**src/rtl/load_extract_unit.sv**
```systemverilog
// Load extraction unit: issues one word read per RV32 load and returns
// the byte/half/word result sign- or zero-extended, with alignment and ack-timeout faults.
module load_extract_unit #(
   parameter int ACK_TIMEOUT = 16
) (
   input  logic        clk,
   input  logic        rst,
   input  logic        load_en,
   input  logic [2:0]  funct3,
   input  logic [31:0] addr,
   input  logic [31:0] mem_rdata,
   input  logic        mem_ack,
   output logic [31:0] mem_addr,
   output logic        mem_read,
   output logic [31:0] load_data,
   output logic        load_valid,
   output logic        load_fault,
   output logic        stall
);

   typedef enum logic [1:0] {
      IDLE,
      WAIT,
      DONE,
      FAULT
   } state_t;

   localparam logic [7:0] LAST_CNT = 8'(ACK_TIMEOUT - 1);

   state_t      state;
   state_t      state_n;
   logic [7:0]  cnt;
   logic [31:0] addr_q;
   logic [2:0]  funct3_q;
   logic        req_ok;
   logic [7:0]  byte_v;
   logic [15:0] half_v;
   logic [31:0] ext_data;

   // Legal funct3 with natural alignment for its access size
   always_comb begin
      req_ok = 1'b0;
      case (funct3)
         3'b000, 3'b100: req_ok = 1'b1;
         3'b001, 3'b101: req_ok = ~addr[0];
         3'b010:         req_ok = (addr[1:0] == 2'b00);
         default:        req_ok = 1'b0;
      endcase
   end

   always_comb begin
      byte_v = mem_rdata[7:0];
      case (addr_q[1:0])
         2'b00: byte_v = mem_rdata[7:0];
         2'b01: byte_v = mem_rdata[15:8];
         2'b10: byte_v = mem_rdata[23:16];
         2'b11: byte_v = mem_rdata[31:24];
         default: byte_v = mem_rdata[7:0];
      endcase
      half_v = addr_q[1] ? mem_rdata[31:16] : mem_rdata[15:0];
   end

   always_comb begin
      ext_data = mem_rdata;
      case (funct3_q)
         3'b000:  ext_data = {{24{byte_v[7]}}, byte_v};
         3'b100:  ext_data = {24'd0, byte_v};
         3'b001:  ext_data = {{16{half_v[15]}}, half_v};
         3'b101:  ext_data = {16'd0, half_v};
         default: ext_data = mem_rdata;
      endcase
   end

   always_ff @(posedge clk) begin
      if (rst) begin
         state     <= IDLE;
         cnt       <= 8'd0;
         addr_q    <= 32'd0;
         funct3_q  <= 3'd0;
         load_data <= 32'd0;
      end else begin
         state <= state_n;
         if (state == IDLE && load_en) begin
            addr_q   <= addr;
            funct3_q <= funct3;
            cnt      <= 8'd0;
         end else if (state == WAIT && !mem_ack) begin
            cnt <= cnt + 8'd1;
         end
         if (state == WAIT && mem_ack) begin
            load_data <= ext_data;
         end
      end
   end

   always_comb begin
      state_n    = state;
      mem_read   = 1'b0;
      load_valid = 1'b0;
      load_fault = 1'b0;
      stall      = 1'b0;
      mem_addr   = {addr_q[31:2], 2'b00};
      case (state)
         IDLE: begin
            stall = load_en;
            if (load_en) state_n = req_ok ? WAIT : FAULT;
         end
         WAIT: begin
            mem_read = 1'b1;
            stall    = 1'b1;
            // A late ack still wins over the timeout in its final cycle
            if (mem_ack)              state_n = DONE;
            else if (cnt == LAST_CNT) state_n = FAULT;
         end
         DONE: begin
            load_valid = 1'b1;
            state_n    = IDLE;
         end
         FAULT: begin
            load_fault = 1'b1;
            state_n    = IDLE;
         end
         default: state_n = IDLE;
      endcase
   end

endmodule

```
**config.mk**
```make
export PLATFORM = sky130hd
export DESIGN_NAME = load_extract_unit
export DESIGN_NICKNAME = d
export VERILOG_FILES = /design/src/rtl/load_extract_unit.sv
export SDC_FILE = /design/constraint.sdc
export NUM_CORES = 1
export LEC_CHECK = 0
export BUFFER_PORTS_ARGS = -buffer_cell sky130_fd_sc_hd__buf_2
export CORE_MARGIN = 1
export CORE_UTILIZATION = 45
export CTS_CLUSTER_SIZE = 10
export DETAILED_ROUTE_END_ITERATION = 10
export PLACE_DENSITY = 0.79
export SETUP_SLACK_MARGIN = 0.5
export SYNTH_ARGS = -nofsm -noshare
export SYNTH_HDL_FRONTEND = slang
export SYNTH_SLANG_ARGS = --single-unit
```
**constraint.sdc**
```tcl
create_clock -name clk -period 2.17 [get_ports clk]
set_input_delay 0.434 -clock clk [delete_from_list [all_inputs] [get_ports clk]]
set_output_delay 0.434 -clock clk [all_outputs]
set_load 0.03 [all_outputs]
```
==> metrics.md, run 1 <==
| Metric | Value |
|---|---|
| Biggest cell delay along the critical path | `0.39 ns` |
| IO Pins | `139` |
| Xor/xnor share of the synthesized area | `0.0171` |
| Grt ovf | `0` |
| Vias | `3393` |
| Largest family of logic cells by synthesized area | `simple AND/OR/NAND/NOR gates` |
| Root Driver | `clkbuf_8` |
| WL final | `9210 um` |
| Setup TNS | `0 ns` |
| Most frequent cells in the layout | `buf_2 (135), nand2_1 (95), dfxtp_1 (76), nor2_1 (52), a21oi_1 (41)` |
| Die width | `about 91 um` |
| Fin nets | `611` |
| Complex-gate fraction of the synthesized area | `0.196` |
| Final Max Tran Viols | `0` |
| Die H | `91.4 um` |
| Antenna violations before repair | `0` |
| CP Capture Type | `flop` |
| Drt pass-1 iters | `5` |
| Placed Instances | `627` |
| Mux cell area share after synthesis | `0.0386` |
| Power, Total | `~3.4 mW` |
| Final min period | `1.63 ns` |
| Critical path class | `flop to flop` |
| Reg clk slew, reported paths | `0.08 ns` |
| Largest net degree at the start of global routing | `34` |
| Worst-path maximum fanout | `14` |
| DRC viols | `0` |
| CTS Buf Count | `9` |
| Starting Density | `0.465` |
| Worst hold path class | `primary input to flop` |
| Mean Syn Cell Area | `8.17 sq um` |
| CP Launch Type | `flop` |
| Via-to-Cell Ratio | `5.26` |
| EDFF count, synth | `0` |
| Cells after Synth | `440` |
| FF/Latch Area | `roughly 0.0015 sq mm` |
| Part of the cycle the worst path needs | `0.752` |
| Max cap viols | `0` |
| Post-Synth Simple-Gate Area | `0.204` |
| I/O Buffers | `136` |
| # H-tree levels | `3` |
| CP Data Arrival Time | `approximately 1.8 ns` |
| Synth cell types | `43` |
| GP Congestion | `0.906` |
| PwrDens | `769 mW/mm^2` |
| Primary FF master, synth | `dfxtp_1` |
| Fin worst setup slack | `0.538 ns` |
| CTS tree | `yes` |
| Ant diodes | `0` |
| Die area | `~0.0083 sq mm` |
| RSZ-0062 raised after global routing | `false` |
| Worst hold slack | `0.322 ns` |
| Clock Path Buffers | `2` |
| Setup Viol. Count Final | `0` |
| Detailed router's first-iteration violation count | `166` |
| FF+latch count, synth | `77` |
| Ys async rst share | `0` |
| Hold_buf cts | `0` |
| Layout cells sized above 1 | `0.320` |
| CP cell instances | `buf_4, clkinvlp_4, buf_12, a22o_1, a22oi_1, a211oi_1` |
| Mapped Area | `0.00359 sq mm` |
| Fin util | `0.565` |
| Yosys warning count | `0` |
| Antenna-violating nets left | `0` |
| Area of the core | `between 0.007 and 0.008 sq mm` |
| First-pass GRT wire length | `between 10000 and 15000 um` |
| CTS Sinks | `77` |
| CP required | `2.38 ns` |
| Cell Area, Placed | `between 0.004 and 0.005 sq mm` |
| Vias in the first global route | `approximately 3200` |
| Leakage | `1.95 nW` |
| Worst slack at placement | `0.378 ns` |
| Tot GR Track Use | `0.222` |
| Multi-input logic area | `0.00166 sq mm` |
| Dpl hpwl | `6730 um` |
| Fill cells | `~730` |
| Register area share after synthesis | `0.429` |
| Fmax | `0.613 GHz` |
| Slowest CP cell | `dfxtp_1` |
| WL/cell | `14.3 um` |
| Post-layout instance area | `between 0.004 and 0.005 sq mm` |
| Outcome | `finished, final reports clean` |
| Worst skew pair latency | `0.34 ns` |
| Commonest non-fill, non-tap cell in the layout | `buf_2` |
| Cell Rows | `32` |
| Clk_skew | `~0.013 ns` |
| Final Hold Fails | `0` |
| Max VDD drop | `around 0.00038 V` |
| Area growth syn-to-layout | `21.6%` |
| Area share of fa/ha/maj cells after synthesis | `0.00348` |
| Cell Count, Final, Fillers Out | `645` |
-- synthesized netlist by cell type, types with 3 or more instances --
library cell | count | area (sq um)
dfxtp_1 | 77 | 1540
and3_1 | 5 | 31.3
o21bai_1 | 4 | 30.0
buf_4 | 33 | 248
a22oi_1 | 8 | 60.1
nor2_1 | 52 | 195
clkbuf_1 | 18 | 67.6
mux2i_1 | 9 | 90.1
nor2b_1 | 3 | 18.8
a21oi_1 | 41 | 205
nand3_1 | 4 | 20.0
xor2_1 | 6 | 52.6
and2_1 | 3 | 18.8
a211oi_1 | 29 | 218
a22o_1 | 9 | 78.8
nand2_1 | 95 | 357
buf_2 | 11 | 55.1
-- metal layers --
metal,GRT usage,share of wire
met1,0.288,0.43
met2,0.364,0.48
met3,0.0544,0.076
met4,0.0675,0.016
met5,0,0
-- timing repair --
action / 4_1_cts / 5_1_grt
resized for setup: 1 / 6
setup endpoints to repair: 4 / 34
buffers inserted: 0 / 3
pin swaps: 1 / 1
cloned: 0 / 0
-- worst paths after layout --
path | from | end | slack [ns] | cells after the start
max | addr_q[1] | load_data[11] | 0.54 | 6
min | addr[12] | addr_q[12] | 0.32 | 3
max reg2reg | addr_q[1] | load_data[11] | 0.54 | 6
min reg2reg | load_data[2] | load_data[2] | 0.45 | 2
-- power by group --
part | switching, mW | internal [mW] | leakage [nW]
logic | 0.455 | 0.253 | 1.22
clock network | 0.510 | 0.585 | 0.101
registers | 0.0564 | 1.50 | 0.629
total | 1.02 | 2.34 | 1.95
-- critical path, delay by kind of cell (launching register included) --
| family | cells | cell delay (ns) |
|---|---|---|
| DFF | 1 | 0.39 |
| buffers and inverters | 3 | 0.60 |
| AOI/OAI and AO/OA | 3 | 0.51 |
-- sequential cells by signal (all words and copies together), names as in the netlist --
name and count:
funct3_q 3, addr_q 32, load_data 32, state 2, cnt 8
-- cell type report --
cell class / count / share of cell area
clock inverters: 4 / 0.0109
clock buffers: 11 / 0.0347
inverters: 2 / 0.00258
well taps: 102 / 0.0292
flip-flops and latches: 77 / 0.353
repair buffers: 151 / 0.190
multi-input cells: 298 / 0.380
-- kinds of logic after synthesis --
logic type | count (synthesis)
and+or+nand+nor | 173
adders and majority gates | 1
xor gates and xnor gates | 7
DFF | 77
AOI/OAI and AO/OA | 104
muxes | 11
other | 1
buffers and inverters | 66
Power figures use the tool's default switching activity.
==> inputs of run 2 (changes only) <==
CORE_UTILIZATION = 44   (was 45)
PLACE_DENSITY = 0.8   (was 0.79)
clock period = 1.3 ns   (was 2.17 ns; I/O delays follow)
==> metrics.md, run 2 (synthesis gave the netlist of run 1 again) <==
| Metric | Value |
|---|---|
| Area growth syn-to-layout | `81.9% (was 21.6%)` |
| Die H | `92.4 um (was 91.4 um)` |
| Most frequent cells in the layout | `buf_6 (78), buf_2 (71), dfxtp_2 (61), buf_4 (49), nand2_1 (43) (was buf_2 (135), nand2_1 (95), dfxtp_1 (76), nor2_1 (52), a21oi_1 (41))` |
| Fin worst setup slack | `-0.226 ns (was 0.538 ns)` |
| First-pass GRT wire length | `19200 um (was 14900 um)` |
| CP Capture Type | `flop (unchanged)` |
| Hold Startpoint | `addr[10] (was addr[12])` |
| Worst-path maximum fanout | `7 (was 14)` |
| CP Data Arrival Time | `1.77 ns (was 1.84 ns)` |
| Worst r2r src | `state[1] (was addr_q[1])` |
| Fin nets | `684 (was 611)` |
| Critical path class | `flop to flop (unchanged)` |
| Cell count of the worst reg-to-reg path | `5 (was 6)` |
| CP cell instances | `buf_6, and3b_4, clkbuf_16, nor2_2, a211oi_1 (was buf_4, clkinvlp_4, buf_12, a22o_1, a22oi_1, a211oi_1)` |
| Outcome | `complete, but fails checks (was finished, final reports clean)` |
| Max VDD drop | `0.000757 V (was 0.000380 V)` |
| Final Max Tran Viols | `0 (unchanged)` |
| Worst hold path class | `primary input to flop (unchanged)` |
| Worst Hold End | `addr_q[10] (was addr_q[12])` |
| Hold_buf cts | `0 (unchanged)` |
| Vias | `4068 (was 3393)` |
| Power, Total | `7.00 mW (was 3.36 mW)` |
| Leakage | `2.87 nW (was 1.95 nW)` |
| Fmax | `0.655 GHz (was 0.613 GHz)` |
| Cell Rows | `32 (unchanged)` |
| I/O Buffers | `136 (unchanged)` |
| Die area | `0.00853 sq mm (was 0.00835 sq mm)` |
| WL/cell | `19.7 um (was 14.3 um)` |
| Dpl hpwl | `6840 um (was 6730 um)` |
| Commonest non-fill, non-tap cell in the layout | `buf_6 (was buf_2)` |
| # H-tree levels | `3 (unchanged)` |
| Worst slack at placement | `-0.180 ns (was 0.378 ns)` |
| Part of the cycle the worst path needs | `1.17 (was 0.752)` |
| Worst skew pair latency | `0.35 ns (was 0.34 ns)` |
| Setup Viol. Count Final | `80 (was 0)` |
| Post-layout instance area | `0.00654 sq mm (was 0.00437 sq mm)` |
| Layout cells sized above 1 | `0.715 (was 0.320)` |
| Detailed router's first-iteration violation count | `251 (was 166)` |
| DRC viols | `0 (unchanged)` |
| PwrDens | `1070 mW/mm^2 (was 769 mW/mm^2)` |
| Final min period | `1.53 ns (was 1.63 ns)` |
| Antenna-violating nets left | `0 (unchanged)` |
| Area of the core | `0.00781 sq mm (was 0.00773 sq mm)` |
| Max cap viols | `0 (unchanged)` |
| Root Driver | `clkbuf_8 (unchanged)` |
| Worst hold slack | `0.128 ns (was 0.322 ns)` |
| Hold Crit Depth | `3 (unchanged)` |
| Via-to-Cell Ratio | `5.66 (was 5.26)` |
| Die width | `92.4 um (was 91.4 um)` |
| Vias in the first global route | `4004 (was 3169)` |
| Ant diodes | `0 (unchanged)` |
| Clock Path Buffers | `2 (unchanged)` |
| Starting Density | `0.460 (was 0.465)` |
| CP required | `1.54 ns (was 2.38 ns)` |
| Reg clk slew, reported paths | `0.09 ns (was 0.08 ns)` |
| CTS Buf Count | `9 (unchanged)` |
| Cell Area, Placed | `0.00435 sq mm (was 0.00410 sq mm)` |
| Clk_skew | `0.00728 ns (was 0.0131 ns)` |
| Largest net degree at the start of global routing | `33 (was 34)` |
| Grt ovf | `0 (unchanged)` |
| CP Launch Type | `flop (unchanged)` |
| Setup TNS | `-9.75 ns (was 0 ns)` |
| CTS Sinks | `77 (unchanged)` |
| WL final | `14100 um (was 9210 um)` |
| Biggest cell delay along the critical path | `0.43 ns (was 0.39 ns)` |
| Largest registers | `addr_q (32), load_data (32), cnt (8) (unchanged)` |
| IO Pins | `139 (unchanged)` |
| Tot GR Track Use | `0.288 (was 0.222)` |
| RSZ-0062 raised after global routing | `true (was false)` |
| GP Congestion | `0.840 (was 0.906)` |
| Antenna violations before repair | `0 (unchanged)` |
| Slowest CP cell | `and3b_4 (was dfxtp_1)` |
| Drt pass-1 iters | `5 (unchanged)` |
| Final Hold Fails | `0 (unchanged)` |
| Worst R2R Setup Slack | `-0.23 ns (was 0.54 ns)` |
| R2R Path End | `load_data[23] (was load_data[11])` |
| CTS tree | `yes (unchanged)` |
| Failing checks | `setup timing` |
-- run 2: cell types whose count changed in the layout (fill, tap and decap cells not counted), sizes merged --
cell,delta
buf,+70
bufinv,+1
clkinv,+1
clkinvlp,-1
inv,+2
nand2b,+1
-- run 2: worst max-delay path, delay by kind of cell, from the launching register on --
family	cells	cell delay (ns)
and+or+nand+nor	2	0.47
DFF	1	0.36
buffers and inverters	2	0.33
AOI/OAI and AO/OA	1	0.26
-- run 2: power breakdown --
part	total (mW)	switching [mW]	internal (mW)	leakage (nW)
sequential	2.67	0.145	2.52	0.661
clock	2.06	0.971	1.09	0.110
combinational	2.27	1.16	1.11	2.09
total	7.00	2.28	4.72	2.87
-- run 2: layout make-up --
type,count,area [sq um]
clock buffers,9,124
clock inverters,7,98.8
fillers,408,1270
inverters,2,12.5
multi-input cells,299,2370
flip-flops and latches,77,1650
well taps,102,128
repair buffers,223,2150
-- run 2: layer usage --
metal / GRT usage / up-vias / share of wire
li1: - / 1818 / -
met3: 0.0517 / 53 / 0.067
met5: 0 / - / 0
met1: 0.329 / 1964 / 0.37
met4: 0.139 / 0 / 0.034
met2: 0.514 / 233 / 0.52
-- run 2: how the worst max path moves through the flow --
stage	start	end	slack, ns	cells past startpoint
floorplan	addr_q[1]	load_data[16]	-0.18	5
global placement	addr_q[1]	load_data[15]	-0.13	4
detailed placement	addr_q[1]	load_data[12]	-0.18	4
CTS	addr_q[1]	load_data[20]	-0.13	4
global route	state[1]	load_data[23]	-0.24	5
finish	state[1]	load_data[23]	-0.23	5
-- run 2: what timing repair did --
action                                  CTS  global route
gates cloned                              9             4
endpoints found under the setup margin  143           143
setup buffers                            31            18
gates resized for setup                 267           137
pin swaps                                32            56
hold endpoints to repair                  0             0
-- run 2: per-stage QoR --
stage          instances   util
2_1_floorplan        441      -
3_3_place_gp         641  0.557
3_5_place_dp         641  0.557
4_1_cts              697  0.742
5_1_grt              719  0.837
6_report             719  0.837
